==> config.mk <==
export PLATFORM = sky130hd
export DESIGN_NAME = fredkin_sort_ctrl
export DESIGN_NICKNAME = d
export VERILOG_FILES = /design/src/rtl/fredkin_pkg.sv /design/src/rtl/fredkin_word_swap.sv /design/src/rtl/fredkin_sort_ctrl.sv
export SDC_FILE = /design/constraint.sdc
export NUM_CORES = 1
export LEC_CHECK = 0
export ABC_AREA = 1
export CAP_MARGIN = 0
export CORE_MARGIN = 2
export CORE_UTILIZATION = 29
export CTS_CLUSTER_SIZE = 10
export DETAILED_ROUTE_END_ITERATION = 8
export GPL_TIMING_DRIVEN = 0
export PLACE_DENSITY_LB_ADDON = 0.25
export SKIP_LAST_GASP = 1
export SLEW_MARGIN = 25
export SYNTH_ARGS = -nofsm -noshare
export SYNTH_HDL_FRONTEND = slang
export SYNTH_HIERARCHICAL = 1
export SYNTH_SLANG_ARGS = --single-unit
==> constraint.sdc <==
create_clock -name clk -period 4.66 [get_ports clk]
set_input_delay 0.932 -clock clk [delete_from_list [all_inputs] [get_ports clk]]
set_output_delay 0.932 -clock clk [all_outputs]
set_load 0.005 [all_outputs]
==> src/rtl/fredkin_pkg.sv <==
// ============================================================================
//  Module      : fredkin_pkg
//  Description : Shared types and helpers for the Fredkin swap sorter.
//  Revision    : 1.0 - initial release
// ============================================================================
`default_nettype none

package fredkin_pkg;

  typedef enum logic [1:0] {
    LOAD  = 2'd0,
    SORT  = 2'd1,
    DRAIN = 2'd2
  } state_t;

  // Number of compare/swap cycles for an odd-even transposition sort.
  function automatic int sort_cycles(input int depth);
    return (depth / 2) * (depth - 1);
  endfunction

  // Swap control: strict unsigned compare, so equal words stay put.
  // Callers zero-extend their words to 64 bits.
  function automatic logic swap_ctrl(input logic [63:0] lo_word, input logic [63:0] hi_word);
    return lo_word > hi_word;
  endfunction

endpackage

`default_nettype wire

==> src/rtl/fredkin_word_swap.sv <==
// ============================================================================
//  Module      : fredkin_word_swap
//  Description : Word-wide conditional swap built from one Fredkin cell per bit.
//  Revision    : 1.0 - initial release
// ============================================================================
`default_nettype none

module fredkin_word_swap #(
  parameter int WIDTH = 8
) (
  input  logic             a,
  input  logic [WIDTH-1:0] b,
  input  logic [WIDTH-1:0] c,
  output logic [WIDTH-1:0] p,
  output logic [WIDTH-1:0] q,
  output logic [WIDTH-1:0] r
);

  for (genvar g = 0; g < WIDTH; g++) begin : g_bit
    assign p[g] = a;
    assign q[g] = (~a & b[g]) | (a & c[g]);
    assign r[g] = (~a & c[g]) | (a & b[g]);
  end

endmodule

`default_nettype wire

==> src/rtl/fredkin_sort_ctrl.sv <==
// ============================================================================
//  Module      : fredkin_sort_ctrl
//  Description : Load / odd-even transposition sort / drain controller that
//                time-shares one fredkin_word_swap over a register bank.
//  Revision    : 1.0 - initial release
// ============================================================================
`default_nettype none

module fredkin_sort_ctrl
  import fredkin_pkg::*;
#(
  parameter int WIDTH = 8,
  parameter int DEPTH = 4
) (
  input  logic             clk,
  input  logic             rst_n,
  input  logic             in_valid,
  output logic             in_ready,
  input  logic [WIDTH-1:0] in_data,
  output logic             out_valid,
  input  logic             out_ready,
  output logic [WIDTH-1:0] out_data,
  output logic             busy,
  output logic [7:0]       swap_cnt
);

  localparam int             c_iw       = $clog2(DEPTH);
  localparam logic [c_iw-1:0] c_last_idx = c_iw'(DEPTH - 1);
  localparam int             c_last_phs = DEPTH - 1;

  state_t            r_state;
  state_t            w_next;
  logic [WIDTH-1:0]  r_bank [DEPTH];
  logic [c_iw-1:0]   r_wr_idx;
  logic [c_iw-1:0]   r_rd_idx;
  logic [c_iw-1:0]   r_pair;
  logic [c_iw-1:0]   r_phase;
  logic [7:0]        r_swap_cnt;

  logic              w_in_acc;
  logic              w_out_acc;
  logic              w_load_last;
  logic              w_drain_last;
  logic              w_phase_end;
  logic              w_sort_done;
  logic [c_iw-1:0]   w_pair_hi;
  logic              w_a;
  logic [WIDTH-1:0]  w_b;
  logic [WIDTH-1:0]  w_c;
  logic [WIDTH-1:0]  w_p;
  logic [WIDTH-1:0]  w_q;
  logic [WIDTH-1:0]  w_r;

  assign w_in_acc     = in_valid  && (r_state == LOAD);
  assign w_out_acc    = out_ready && (r_state == DRAIN);
  assign w_load_last  = w_in_acc  && (r_wr_idx == c_last_idx);
  assign w_drain_last = w_out_acc && (r_rd_idx == c_last_idx);

  // Even phases end at pair DEPTH-2, odd phases at DEPTH-3. With DEPTH=2 the
  // odd phase is empty, so the sort finishes after phase 0.
  assign w_phase_end = r_phase[0] ? (int'(r_pair) >= DEPTH - 3) : (int'(r_pair) >= DEPTH - 2);
  assign w_sort_done = w_phase_end && ((int'(r_phase) == c_last_phs) || (DEPTH == 2));

  assign w_pair_hi = r_pair + c_iw'(1);
  assign w_b       = r_bank[r_pair];
  assign w_c       = r_bank[w_pair_hi];
  assign w_a       = swap_ctrl(64'(w_b), 64'(w_c));

  fredkin_word_swap #(
    .WIDTH (WIDTH)
  ) u_swap (
    .a (w_a),
    .b (w_b),
    .c (w_c),
    .p (w_p),
    .q (w_q),
    .r (w_r)
  );

  assert property (@(posedge clk) disable iff (!rst_n) w_p == {WIDTH{w_a}});

  always_ff @(posedge clk or negedge rst_n) begin
    if (!rst_n) begin
      r_state <= LOAD;
    end else begin
      r_state <= w_next;
    end
  end

  always_comb begin
    w_next    = r_state;
    in_ready  = 1'b0;
    out_valid = 1'b0;
    busy      = 1'b0;
    case (r_state)
      LOAD: begin
        in_ready = 1'b1;
        if (w_load_last) w_next = SORT;
      end
      SORT: begin
        busy = 1'b1;
        if (w_sort_done) w_next = DRAIN;
      end
      DRAIN: begin
        busy      = 1'b1;
        out_valid = 1'b1;
        if (w_drain_last) w_next = LOAD;
      end
      default: w_next = LOAD;
    endcase
  end

  always_ff @(posedge clk or negedge rst_n) begin
    if (!rst_n) begin
      for (int k = 0; k < DEPTH; k++) r_bank[k] <= '0;
      r_wr_idx   <= '0;
      r_rd_idx   <= '0;
      r_pair     <= '0;
      r_phase    <= '0;
      r_swap_cnt <= '0;
    end else begin
      case (r_state)
        LOAD: begin
          if (w_in_acc) begin
            r_bank[r_wr_idx] <= in_data;
            r_wr_idx         <= w_load_last ? '0 : r_wr_idx + c_iw'(1);
          end
          if (w_load_last) begin
            r_swap_cnt <= '0;
            r_pair     <= '0;
            r_phase    <= '0;
          end
        end
        SORT: begin
          r_bank[r_pair]    <= w_q;
          r_bank[w_pair_hi] <= w_r;
          if (w_a) r_swap_cnt <= r_swap_cnt + 8'd1;
          if (w_phase_end) begin
            r_phase <= r_phase + c_iw'(1);
            r_pair  <= r_phase[0] ? '0 : c_iw'(1);
          end else begin
            r_pair  <= r_pair + c_iw'(2);
          end
        end
        DRAIN: begin
          if (w_out_acc) r_rd_idx <= w_drain_last ? '0 : r_rd_idx + c_iw'(1);
          if (w_drain_last) r_wr_idx <= '0;
        end
        default: ;
      endcase
    end
  end

  assign out_data = r_bank[r_rd_idx];
  assign swap_cnt = r_swap_cnt;

endmodule

`default_nettype wire
# ---- Yosys cells after proc, flatten, opt, wreduce, memory -nomap -nowiden
# Cells that the tools add are included.
dict set report classes {
  addsub 6
  multipliers 0
  div 0
  order_cmp 10
  n_eq_ne 11
  shift 0
  mux 41
  bitwise_logic 53
  reduce_logical 19
}
# cell count
set op_table {}
lappend op_table {{32-bit bitwise mux} 3}
lappend op_table {{8-bit 2-to-1 mux} 11}
lappend op_table {{32-bit one-hot mux with 2 select lines} 1}
lappend op_table {{8-bit binary-select mux with 2-bit select} 3}
lappend op_table {{8-bit demux with 2-bit select} 3}
lappend op_table {{1-bit bitwise AND} 32}
lappend op_table {{32-bit 2-to-1 mux} 1}
lappend op_table {{2-bit 2-to-1 mux} 9}
lappend op_table {{1-bit OR} 16}
lappend op_table {{8-bit one-hot mux with 2 select lines} 1}
lappend op_table {{3-bit greater-or-equal comparator, second input constant} 4}
lappend op_table {{2-bit NOT with 3-bit output} 4}
lappend op_table {{2-bit one-hot mux with 2 select lines} 3}
lappend op_table {{3-bit AND reduction} 4}
lappend op_table {{2-bit != test, second input constant} 5}
lappend op_table {{3-bit by 1-bit less-than comparator with 1-bit output, second input constant} 3}
lappend op_table {{2-bit by 1-bit adder with 2-bit output, second input constant} 4}
lappend op_table {{8-bit by 1-bit adder with 8-bit output, second input constant} 1}
lappend op_table {{8-bit > comparator} 1}
lappend op_table {{1-bit logical AND} 8}
lappend op_table {{2-bit == test, second input constant} 3}
lappend op_table {{2-bit one-hot mux with 3 select lines} 1}
lappend op_table {{2-bit AND reduction} 3}
lappend op_table {{1-bit 2-to-1 mux} 5}
lappend op_table {{9 further kinds} 11}
dict set report word_totals {
  regBits 50
  latchBits 0
  ramBits 0
  mem_bits_ro 0
  in_bits 12
  output_inout_bits 19
  elab_cells 150
  mem_count 0
}

# ---- Logic depth before layout (Yosys ltp)
# Gate-level depths: netlist (run 1).
dict set report depth {
  ltp_word 12
  ltp_mapped 29
  ltp_nobuf 24
}

# ---- Hierarchy
# The synthesis (run 1) kept the hierarchy.
# module n_inst cells_each area_per_inst_um2 seq_area_each_um2
set by_module_without_submodules {}
lappend by_module_without_submodules {fredkin_sort_ctrl 1 580 4010.1 1251.2}
lappend by_module_without_submodules {fredkin_word_swap 1 60 344.1 0.0}

# ---- Least setup slack after synthesis (run 1)
# No wires, ideal clock.
dict set report synth_timing {
  path_kind {register to register}
  from {register r_pair[0]}
  to {register r_bank[16] in the netlist's numbering}
  setup_ns 0.119
  arrival_ns 3.621
  t_required_ns 4.541
  setup_slack_ns 0.920
  path_stages_with_launch 27
  n_path_buf 5
  cell_sequence {dfrtp_1 > clkbuf_1 > inv_1 > buf_1 > ha_1 > inv_1 > clkbuf_1 > a21oi_1 > a32oi_1 > inv_1 > ha_1 > nand2_1 > nor2_1 > nand2_1 > nand2_1 > nand2_1 > inv_1 > buf_6 > inv_8 > buf_12 > nand2_2 > nand2_2 > inv_1 > nor2_1 > a21oi_1 > o211ai_1 > o21a_1}
}
dict set report synth_via {
  elab_chain_len 12
}
# item line_no
set synth_lines {}
lappend synth_lines {{start, declared} fredkin_sort_ctrl.sv:36} ;# logic [c_iw-1:0] r_pair;
lappend synth_lines {{start signal, assigned} fredkin_sort_ctrl.sv:140} ;# r_pair <= r_phase[0] ? '0 : c_iw'(1);
lappend synth_lines {{start signal, assigned} fredkin_sort_ctrl.sv:142} ;# r_pair <= r_pair + c_iw'(2);
lappend synth_lines {{2-bit by 1-bit adder with 2-bit output *} fredkin_sort_ctrl.sv:64} ;# assign w_pair_hi = r_pair + c_iw'(1);
lappend synth_lines {{2-bit NOT with 3-bit output (not written as such) *} fredkin_sort_ctrl.sv:66} ;# assign w_c = r_bank[w_pair_hi];
lappend synth_lines {{8-bit binary-select mux with 2-bit select *} fredkin_sort_ctrl.sv:66}
lappend synth_lines {{8-bit 2-to-1 mux (not written as such) * (2 in series)} fredkin_sort_ctrl.sv:66}
lappend synth_lines {{named net w_c[7]} fredkin_sort_ctrl.sv:49} ;# logic [WIDTH-1:0] w_c;
lappend synth_lines {{8-bit > comparator *} fredkin_pkg.sv:24} ;# return lo_word > hi_word;
lappend synth_lines {{named net w_a} fredkin_sort_ctrl.sv:47} ;# logic w_a;
lappend synth_lines {{1-bit NOT} fredkin_word_swap.sv:21} ;# assign q[g] = (~a & b[g]) | (a & c[g]);
lappend synth_lines {{1-bit bitwise AND} fredkin_word_swap.sv:21}
lappend synth_lines {{1-bit OR *} fredkin_word_swap.sv:21}
lappend synth_lines {{named net w_q[0]} fredkin_sort_ctrl.sv:51} ;# logic [WIDTH-1:0] w_q;
lappend synth_lines {{32-bit bitwise mux *} fredkin_sort_ctrl.sv:135} ;# r_bank[r_pair] <= w_q;
lappend synth_lines {{32-bit bitwise mux *} fredkin_sort_ctrl.sv:136} ;# r_bank[w_pair_hi] <= w_r;
lappend synth_lines {{32-bit one-hot mux with 2 select lines *} fredkin_sort_ctrl.sv:122} ;# case (r_state)
lappend synth_lines {{end signal, assigned by index} fredkin_sort_ctrl.sv:125} ;# r_bank[r_wr_idx] <= in_data;
lappend synth_lines {{end signal, assigned by index} fredkin_sort_ctrl.sv:135}
lappend synth_lines {{end signal, assigned by index} fredkin_sort_ctrl.sv:136}
lappend synth_lines {{end, declared} fredkin_sort_ctrl.sv:33} ;# logic [WIDTH-1:0] r_bank [DEPTH];
# The timed path passes the listed nets; every way through them passes the cells marked *. The select of a mux whose other input is x is not followed.
# A chain may end at the register's enable or synchronous reset.

# ---- Worst setup path after layout (run 1)
dict set report layout_timing {
  from {register r_pair[0]}
  to {register r_bank[4] in the netlist's numbering}
}
# item line_no
set layout_lines {}
lappend layout_lines {{2-bit by 1-bit adder with 2-bit output *} fredkin_sort_ctrl.sv:64}
lappend layout_lines {{2-bit NOT with 3-bit output (not written as such) *} fredkin_sort_ctrl.sv:66}
lappend layout_lines {{8-bit binary-select mux with 2-bit select *} fredkin_sort_ctrl.sv:66}
lappend layout_lines {{8-bit 2-to-1 mux (not written as such) * (2 in series)} fredkin_sort_ctrl.sv:66}
lappend layout_lines {{named net w_c[7]} fredkin_sort_ctrl.sv:49}
lappend layout_lines {{8-bit > comparator *} fredkin_pkg.sv:24}
lappend layout_lines {{named net w_a} fredkin_sort_ctrl.sv:47}
lappend layout_lines {{1-bit NOT} fredkin_word_swap.sv:22} ;# assign r[g] = (~a & c[g]) | (a & b[g]);
lappend layout_lines {{1-bit bitwise AND} fredkin_word_swap.sv:22}
lappend layout_lines {{1-bit OR *} fredkin_word_swap.sv:22}
lappend layout_lines {{named net w_r[4]} fredkin_sort_ctrl.sv:52} ;# logic [WIDTH-1:0] w_r;
lappend layout_lines {{32-bit bitwise mux *} fredkin_sort_ctrl.sv:136}
lappend layout_lines {{32-bit one-hot mux with 2 select lines *} fredkin_sort_ctrl.sv:122}
# Marked as above.

==> results.yml, run 1 <==
placed_design:
  hpwlAfterDp_mm: 10.9
  port_buffers: 30
  gp_congestion: 0.972
  preCtsSetupSlack_ns: -0.183
clock_tree:
  cts_max_level: 2
  cts_made_buffers: 5
  tritoncts: "built"
  cts-root-buf: "clkbuf_16"
  clockBufferDepth: 2
  clock-sinks: 50
  clock_latency_ns: 0.30
  clkSlewWorstSetupHoldPaths_ns: 0.07
drt:
  drt_iter0_markers: 369
  avgRoutedWirePerCell_um: 16.7
  drc: 0
  dr.pass1.iters: 7
  routed_via_density: 5.28
  wirelength_mm: 14.3
  ant_nets: 0
  route.vias.total: 4520
sta:
  finalSetupViolCount: 0
  max_freq_mhz: 232
  worstMarginPinSlew_ns: 0.678
  rsz0062_at_grt: "false"
  hold_violations: 0
  fin_ws_ns: 0.355
  totalNegativeSetupSlack_ns: 0
  finClkSkew_ns: 0.00619
  min_period_ns: 4.31
  maxSlewHeadroom_pct: 54.8
  finalCritPeriodShare_pct: 92.4
  maxSlewViolCount: 0
layout:
  final_util_pct: 34.6
  syn2layout_area_growth_pct: 16.7
  layout_common_cells: "nand2_1 (138), a21oi_1 (92), inv_1 (83)"
  final_common_cell: "nand2_1"
  fin_nets: 705
  insertedDiodeCount: 0
  drive_above_1_share_pct: 9.38
global_route:
  grt_max_degree: 51
  grt_usage_pct: 18.2
  antenna_found_initial: 0
  grt_pass1_vias: 4474
  grt_pass1_wl_mm: 23.2
  overflow: 0
logic_synthesis:
  synth_area_mm2: 0.00429
  yosys_warnings: 6
  syn_nets: 666
  avgSynthCellArea_um2: 6.79
  syn-instance-count: 632
floorplanning:
  std_cell_rows: 44
  die_area_mm2: 0.0158
  ioPinCount: 31
  fp.dieW_um: 126
  core_mm2: 0.0145
  die_y_um: 126
  start_util_pct: 29.7
job:
  drv_cap: 0
setup_path:
  worstPathRequired_ns: 4.84
  critPathKind: "flop to flop"
  start_kind: "flop"
  crit_arrival_ns: 4.48
  crit_fanout: 10
  endpoint_kind: "flop"
outcome:
  outcome: "complete, no violations"
worst_hold_path:
  hold_path_class: "flop to flop"
-- flip-flops by register name, summed over array words and instances (netlist names) --
| register | flops |
|---|---|
| r_rd_idx | 2 |
| r_pair | 2 |
| r_phase | 2 |
| r_state | 2 |
| r_bank | 32 |
| swap_cnt | 8 |
| r_wr_idx | 2 |
-- path summary, 6_finish.rpt --
path                                  from           to  slack, ns  cells past startpoint
worst max-delay path             r_pair[0]    r_bank[4]       0.35                     23
worst min-delay path            r_bank[21]   r_bank[21]       0.52                      1
worst max register to register   r_pair[0]    r_bank[4]       0.35                     23
worst min register to register  r_bank[21]   r_bank[21]       0.52                      1
max in group asynchronous            rst_n  r_wr_idx[0]       3.54                      1
min in group asynchronous            rst_n    r_bank[2]       0.67                      1
-- layer usage --
layer  track usage, %  vias to the layer above  share of wire (%)
li1                 -                     2184                  -
met1             25.4                     2146                 47
met2             29.7                      168                 45
met3             2.38                       22                5.5
met4             5.29                        0                1.6
met5                0                        -                  0
-- final cells by class --
cell class / instances / area (um^2)
buffer: 30 / 198
clock buffer: 6 / 139
clock inverter: 2 / 16.3
fill: 1567 / 9470
inverter: 89 / 349
multi-input combinational: 460 / 2490
sequential: 50 / 1250
tap: 184 / 230
timing repair buffer: 35 / 335
-- timing repair --
item / in CTS / in global routing
setup endpoints to repair: 32 / 36
resized for setup: 1 / 3
hold buffers: 0 / 0
pin swaps: 0 / 0
setup buffers: 0 / 5
cloned: 0 / 0
-- critical path: stages, from the launching register on --
cell        delay, ns
dfrtp_1          0.58
clkinvlp_4       0.32
ha_1             0.35
inv_1            0.26
clkbuf_2         0.32
a21oi_1          0.08
a32oi_1          0.34
inv_1            0.09
ha_1             0.30
nand2_1          0.08
nor2_1           0.15
nand2_1          0.07
nand2_1          0.05
nand2_1          0.09
inv_1            0.09
buf_6            0.15
inv_8            0.05
buf_12           0.14
nand2_2          0.05
nand2_2          0.09
o21ai_0          0.22
o22ai_1          0.10
nand2_1          0.13
o21ai_1          0.08
-- stage by stage --
step	hold WS [ns]	cell area, um^2	instances
6_report	0.520	5010	856
5_1_grt	0.533	5010	856
2_1_floorplan	0.464	4290	632
4_1_cts	0.511	4970	852
3_3_place_gp	0.478	4820	846
3_5_place_dp	0.493	4820	846
Power of run 1 is not shown: default switching activity piles up to over one toggle a cycle in this logic, so the estimate is an artifact.
==> run 2, diff against run 1 <==
- clock period: 4.66 -> 4 ns (I/O delays scaled with it)
==> results.yml, run 2 (synthesis results as in run 1) <==
outcome:
  outcome: "finished with violations"
  violations: "design-rule violations"
global_route:
  antenna_found_initial: 0
  grt_max_degree: 51
  overflow: 0
  grt_usage_pct: 18.4
  grt_pass1_wl_mm: 23.4
  grt_pass1_vias: 4483
setup_path:
  worstPathRequired_ns: 4.24
  crit_chain: "inv_4 > buf_6 > ha_1 > inv_4 > buf_6 > a21oi_1 > a32oi_2 > inv_1 > ha_1 > nand2_1 > nor2_1 > nand4_1 > nand2_1 > inv_1 > buf_6 > inv_8 > buf_12 > nand2_2 > nand2_2 > inv_1 > nor2_1 > a21oi_1 > o211ai_1 > o21a_1"
  slowest_stage: "dfrtp_2"
  start_kind: "flop"
  crit_fanout: 11
  endpoint_kind: "flop"
  critPathKind: "flop to flop"
  crit_arrival_ns: 3.98
  max_stage_delay_ns: 0.48
clock_tree:
  cts-root-buf: "clkbuf_16"
  cts_made_buffers: 5
  hold_buffers: 0
  cts_max_level: 2
  clock_latency_ns: 0.30
  tritoncts: "built"
  clock-sinks: 50
  clockBufferDepth: 2
  clkSlewWorstSetupHoldPaths_ns: 0.07
drt:
  met3_length_um: 778
  wirelength_mm: 14.4
  dr.pass1.iters: 9
  route.met2.wl_mm: 6.58
  ant_nets: 0
  route.vias.total: 4510
  avgRoutedWirePerCell_um: 16.8
  met1_length_mm: 6.81
  top_layer: "met4"
  drt_iter0_markers: 314
  routed_via_density: 5.27
  drc: 1
sta:
  finalCritPeriodShare_pct: 93.4
  rsz0062_at_grt: "false"
  maxSlewViolCount: 0
  max_freq_mhz: 268
  maxSlewHeadroom_pct: 54.5
  worstMarginPinSlew_ns: 0.682
  hold_violations: 0
  finalSetupViolCount: 0
  min_period_ns: 3.74
  finClkSkew_ns: 0.00672
placed_design:
  placedInstanceArea_mm2: 0.00482
  port_buffers: 30
  gp_congestion: 0.972
  hpwlAfterDp_mm: 10.9
floorplanning:
  core_mm2: 0.0145
  die_y_um: 126
  fp.dieW_um: 126
  die_area_mm2: 0.0158
  start_util_pct: 29.7
  ioPinCount: 31
  std_cell_rows: 44
layout:
  stdcell_area_mm2: 0.00503
  layout_common_cells: "nand2_1 (138), a21oi_1 (92), inv_1 (82)"
  syn2layout_area_growth_pct: 17.2
  top_register: "r_bank"
  largest_reg_flops: 32
  fin_nets: 704
  final_util_pct: 34.8
  drive_above_1_share_pct: 9.99
  final_common_cell: "nand2_1"
  insertedDiodeCount: 0
worst_hold_path:
  hold_path_class: "flop to flop"
job:
  drv_cap: 0
## run 2: area by class of cell
class	instances	area [um^2]
Fill cell	1570	9440
Multi-Input combinational cell	460	2510
Sequential cell	50	1250
Inverter	89	354
Timing Repair Buffer	33	320
Tap cell	184	230
Buffer	31	215
Clock buffer	6	139
Clock inverter	2	16.3
## run 2: timing repair
item,CTS,global route
resized for setup,12,7
setup buffers,0,3
endpoints found under the setup margin,40,32
pin swaps,0,1
## run 2: worst max-delay path: cells and delay by family, from the launching register on
kind | cells | cell delay [ns]
AOI/OAI and AO/OA | 5 | 0.76
adders and majority gates | 2 | 0.63
buffers and inverters | 10 | 1.09
DFF | 1 | 0.48
and+or+nand+nor | 7 | 0.70
## run 2: through the flow
step | instances | worst slack (ns) | hold slack [ns] | TNS [ns]
finish | 855 | 0.264 | 0.519 | 0
global placement | 846 | -0.738 | 0.478 | -24.78
CTS | 853 | 0.00679 | 0.511 | 0
global route | 855 | 0.000525 | 0.533 | 0
detailed placement | 846 | -0.843 | 0.493 | -28.46
floorplan | 632 | 0.402 | 0.464 | 0
## run 2: routing by layer
metal,vias up,global-route usage [%]
li1,2183,-
met4,0,5.49
met2,154,29.8
met1,2152,25.5
met3,21,2.68
met5,-,0
## run 2: path summary, 6_finish.rpt
check | start | end | depth (start not counted) | slack, ns
setup reg to reg | r_pair[0] | r_bank[17] | 24 | 0.26
min in group asynchronous | rst_n | r_bank[2] | 1 | 0.54
hold reg to reg | r_bank[21] | r_bank[21] | 1 | 0.52
max in group asynchronous | rst_n | r_pair[0] | 1 | 2.96
hold / removal | r_bank[21] | r_bank[21] | 1 | 0.52
setup / recovery | r_pair[0] | r_bank[17] | 24 | 0.26
Power of run 2 is left out for the same reason.
==> run 3, diff against run 2 <==
- CAP_MARGIN: 0 -> 10
- CORE_UTILIZATION: 29 -> 46
- PLACE_DENSITY_LB_ADDON: 0.25 -> 0.15
==> results.yml, run 3 (synthesis results as in run 1) <==
outcome:
  outcome: "complete, no violations"
global_route:
  grt_pass1_wl_mm: 21.8
  overflow: 0
  grt_max_degree: 51
  grt_usage_pct: 27.4
  grt_pass1_vias: 4362
  antenna_found_initial: 0
floorplanning:
  die_y_um: 101
  core_mm2: 0.00915
  ioPinCount: 31
  start_util_pct: 46.9
  std_cell_rows: 35
  die_area_mm2: 0.0101
  fp.dieW_um: 101
drt:
  route.vias.total: 4512
  avgRoutedWirePerCell_um: 17.0
  dr.pass1.iters: 7
  routed_via_density: 5.74
  drt_iter0_markers: 383
  drc: 0
  ant_nets: 0
  wirelength_mm: 13.4
setup_path:
  slowest_stage: "dfrtp_2"
  crit_fanout: 11
  start_kind: "flop"
  crit_arrival_ns: 4.03
  max_stage_delay_ns: 0.47
  critPathKind: "flop to flop"
  worstPathRequired_ns: 4.26
  path_common_cell: "inv_1"
  crit_chain: "inv_4 > buf_8 > ha_1 > inv_4 > buf_8 > a21oi_1 > a32oi_2 > inv_1 > ha_1 > a21o_1 > nor2_1 > nand2_1 > nand2_1 > inv_1 > buf_6 > inv_8 > buf_12 > nand2_2 > nand2_2 > inv_1 > nor2_1 > a21oi_1 > o211ai_1 > o21a_1"
  endpoint_kind: "flop"
placed_design:
  gp_congestion: 0.922
  hpwlAfterDp_mm: 10.1
  placedInstanceArea_mm2: 0.00473
  port_buffers: 30
layout:
  largest_reg_flops: 32
  fin_nets: 708
  drive_above_1_share_pct: 10.8
  syn2layout_area_growth_pct: 16.0
  layout_common_cells: "nand2_1 (137), a21oi_1 (92), inv_1 (82)"
  final_common_cell: "nand2_1"
  fillers: 910
  stdcell_area_mm2: 0.00498
  insertedDiodeCount: 0
  top_register: "r_bank"
clock_tree:
  clock_latency_ns: 0.32
  cts_made_buffers: 5
  clkSlewWorstSetupHoldPaths_ns: 0.10
  clock-sinks: 50
  clockBufferDepth: 2
  cts-root-buf: "clkbuf_8"
  cts_max_level: 2
  tritoncts: "built"
  hold_buffers: 0
sta:
  totalNegativeSetupSlack_ns: 0
  hold_violations: 0
  maxSlewHeadroom_pct: 56.1
  max_freq_mhz: 266
  finalSetupViolCount: 0
  maxSlewViolCount: 0
  worstMarginPinSlew_ns: 0.658
  min_period_ns: 3.77
  finalCritPeriodShare_pct: 94.1
  rsz0062_at_grt: "false"
  finClkSkew_ns: 0.0130
worst_hold_path:
  hold_path_class: "input port to async pin"
job:
  drv_cap: 0
run 3: cell count changes in the layout (fill, tap and decap cells not counted), sizes merged:
cell	change
clkinvlp	-1
buf	+4
bufinv	+2
clkinv	-1
run 3: layer usage:
layer  track usage [%]  vias to the layer above  routed length [um]
li1                  -                     2194                   -
met1              36.3                     2089                5790
met2              45.6                      199                6360
met3              4.44                       30                 942
met4              9.06                        0                 280
met5                 0                        -                   0
run 3: final timing paths:
path | slack [ns] | endpoint | start | cells after the start
worst min register to register | 0.51 | r_bank[23] | r_bank[23] | 1
worst max register to register | 0.23 | r_bank[29] | r_pair[0] | 24
min in group clk | 0.51 | r_bank[23] | r_bank[23] | 1
max in group asynchronous | 3.02 | r_pair[1] | rst_n | 1
worst max-delay path | 0.23 | r_bank[29] | r_pair[0] | 24
worst min-delay path | 0.50 | r_bank[12] | rst_n | 1
run 3: repair_timing:
| item | CTS | global route |
|---|---|---|
| setup buffers | 0 | 6 |
| gates resized for setup | 12 | 15 |
| pin swaps | 0 | 2 |
| endpoints found under the setup margin | 40 | 31 |
run 3: worst max-delay path: cells and delay by family (launching register included):
kind	cells	cell delay [ns]
adders and majority gates	2	0.64
and+or+nand+nor	6	0.51
AOI/OAI and AO/OA	6	1.04
DFF	1	0.47
buffers and inverters	10	1.04
run 3: metrics by stage:
stage	setup WS, ns	hold WS [ns]	util, %	cells
floorplan	0.402	0.464	-	632
global placement	-0.736	0.475	51.7	773
detailed placement	-0.855	0.493	51.7	773
CTS	0.0571	0.518	53.5	780
global route	0.0187	0.536	54.4	786
finish	0.235	0.498	54.4	786
run 3: final cells by class:
type	instances	area, um^2	area share, %
multi-input combinational	460	2510	50.4
sequential	50	1250	25.2
inverter	89	354	7.11
timing repair buffer	36	343	6.88
buffer	32	238	4.77
tap	111	139	2.79
clock buffer	6	82.6	1.66
clock inverter	2	60.1	1.21
Power of run 3 is left out for the same reason.
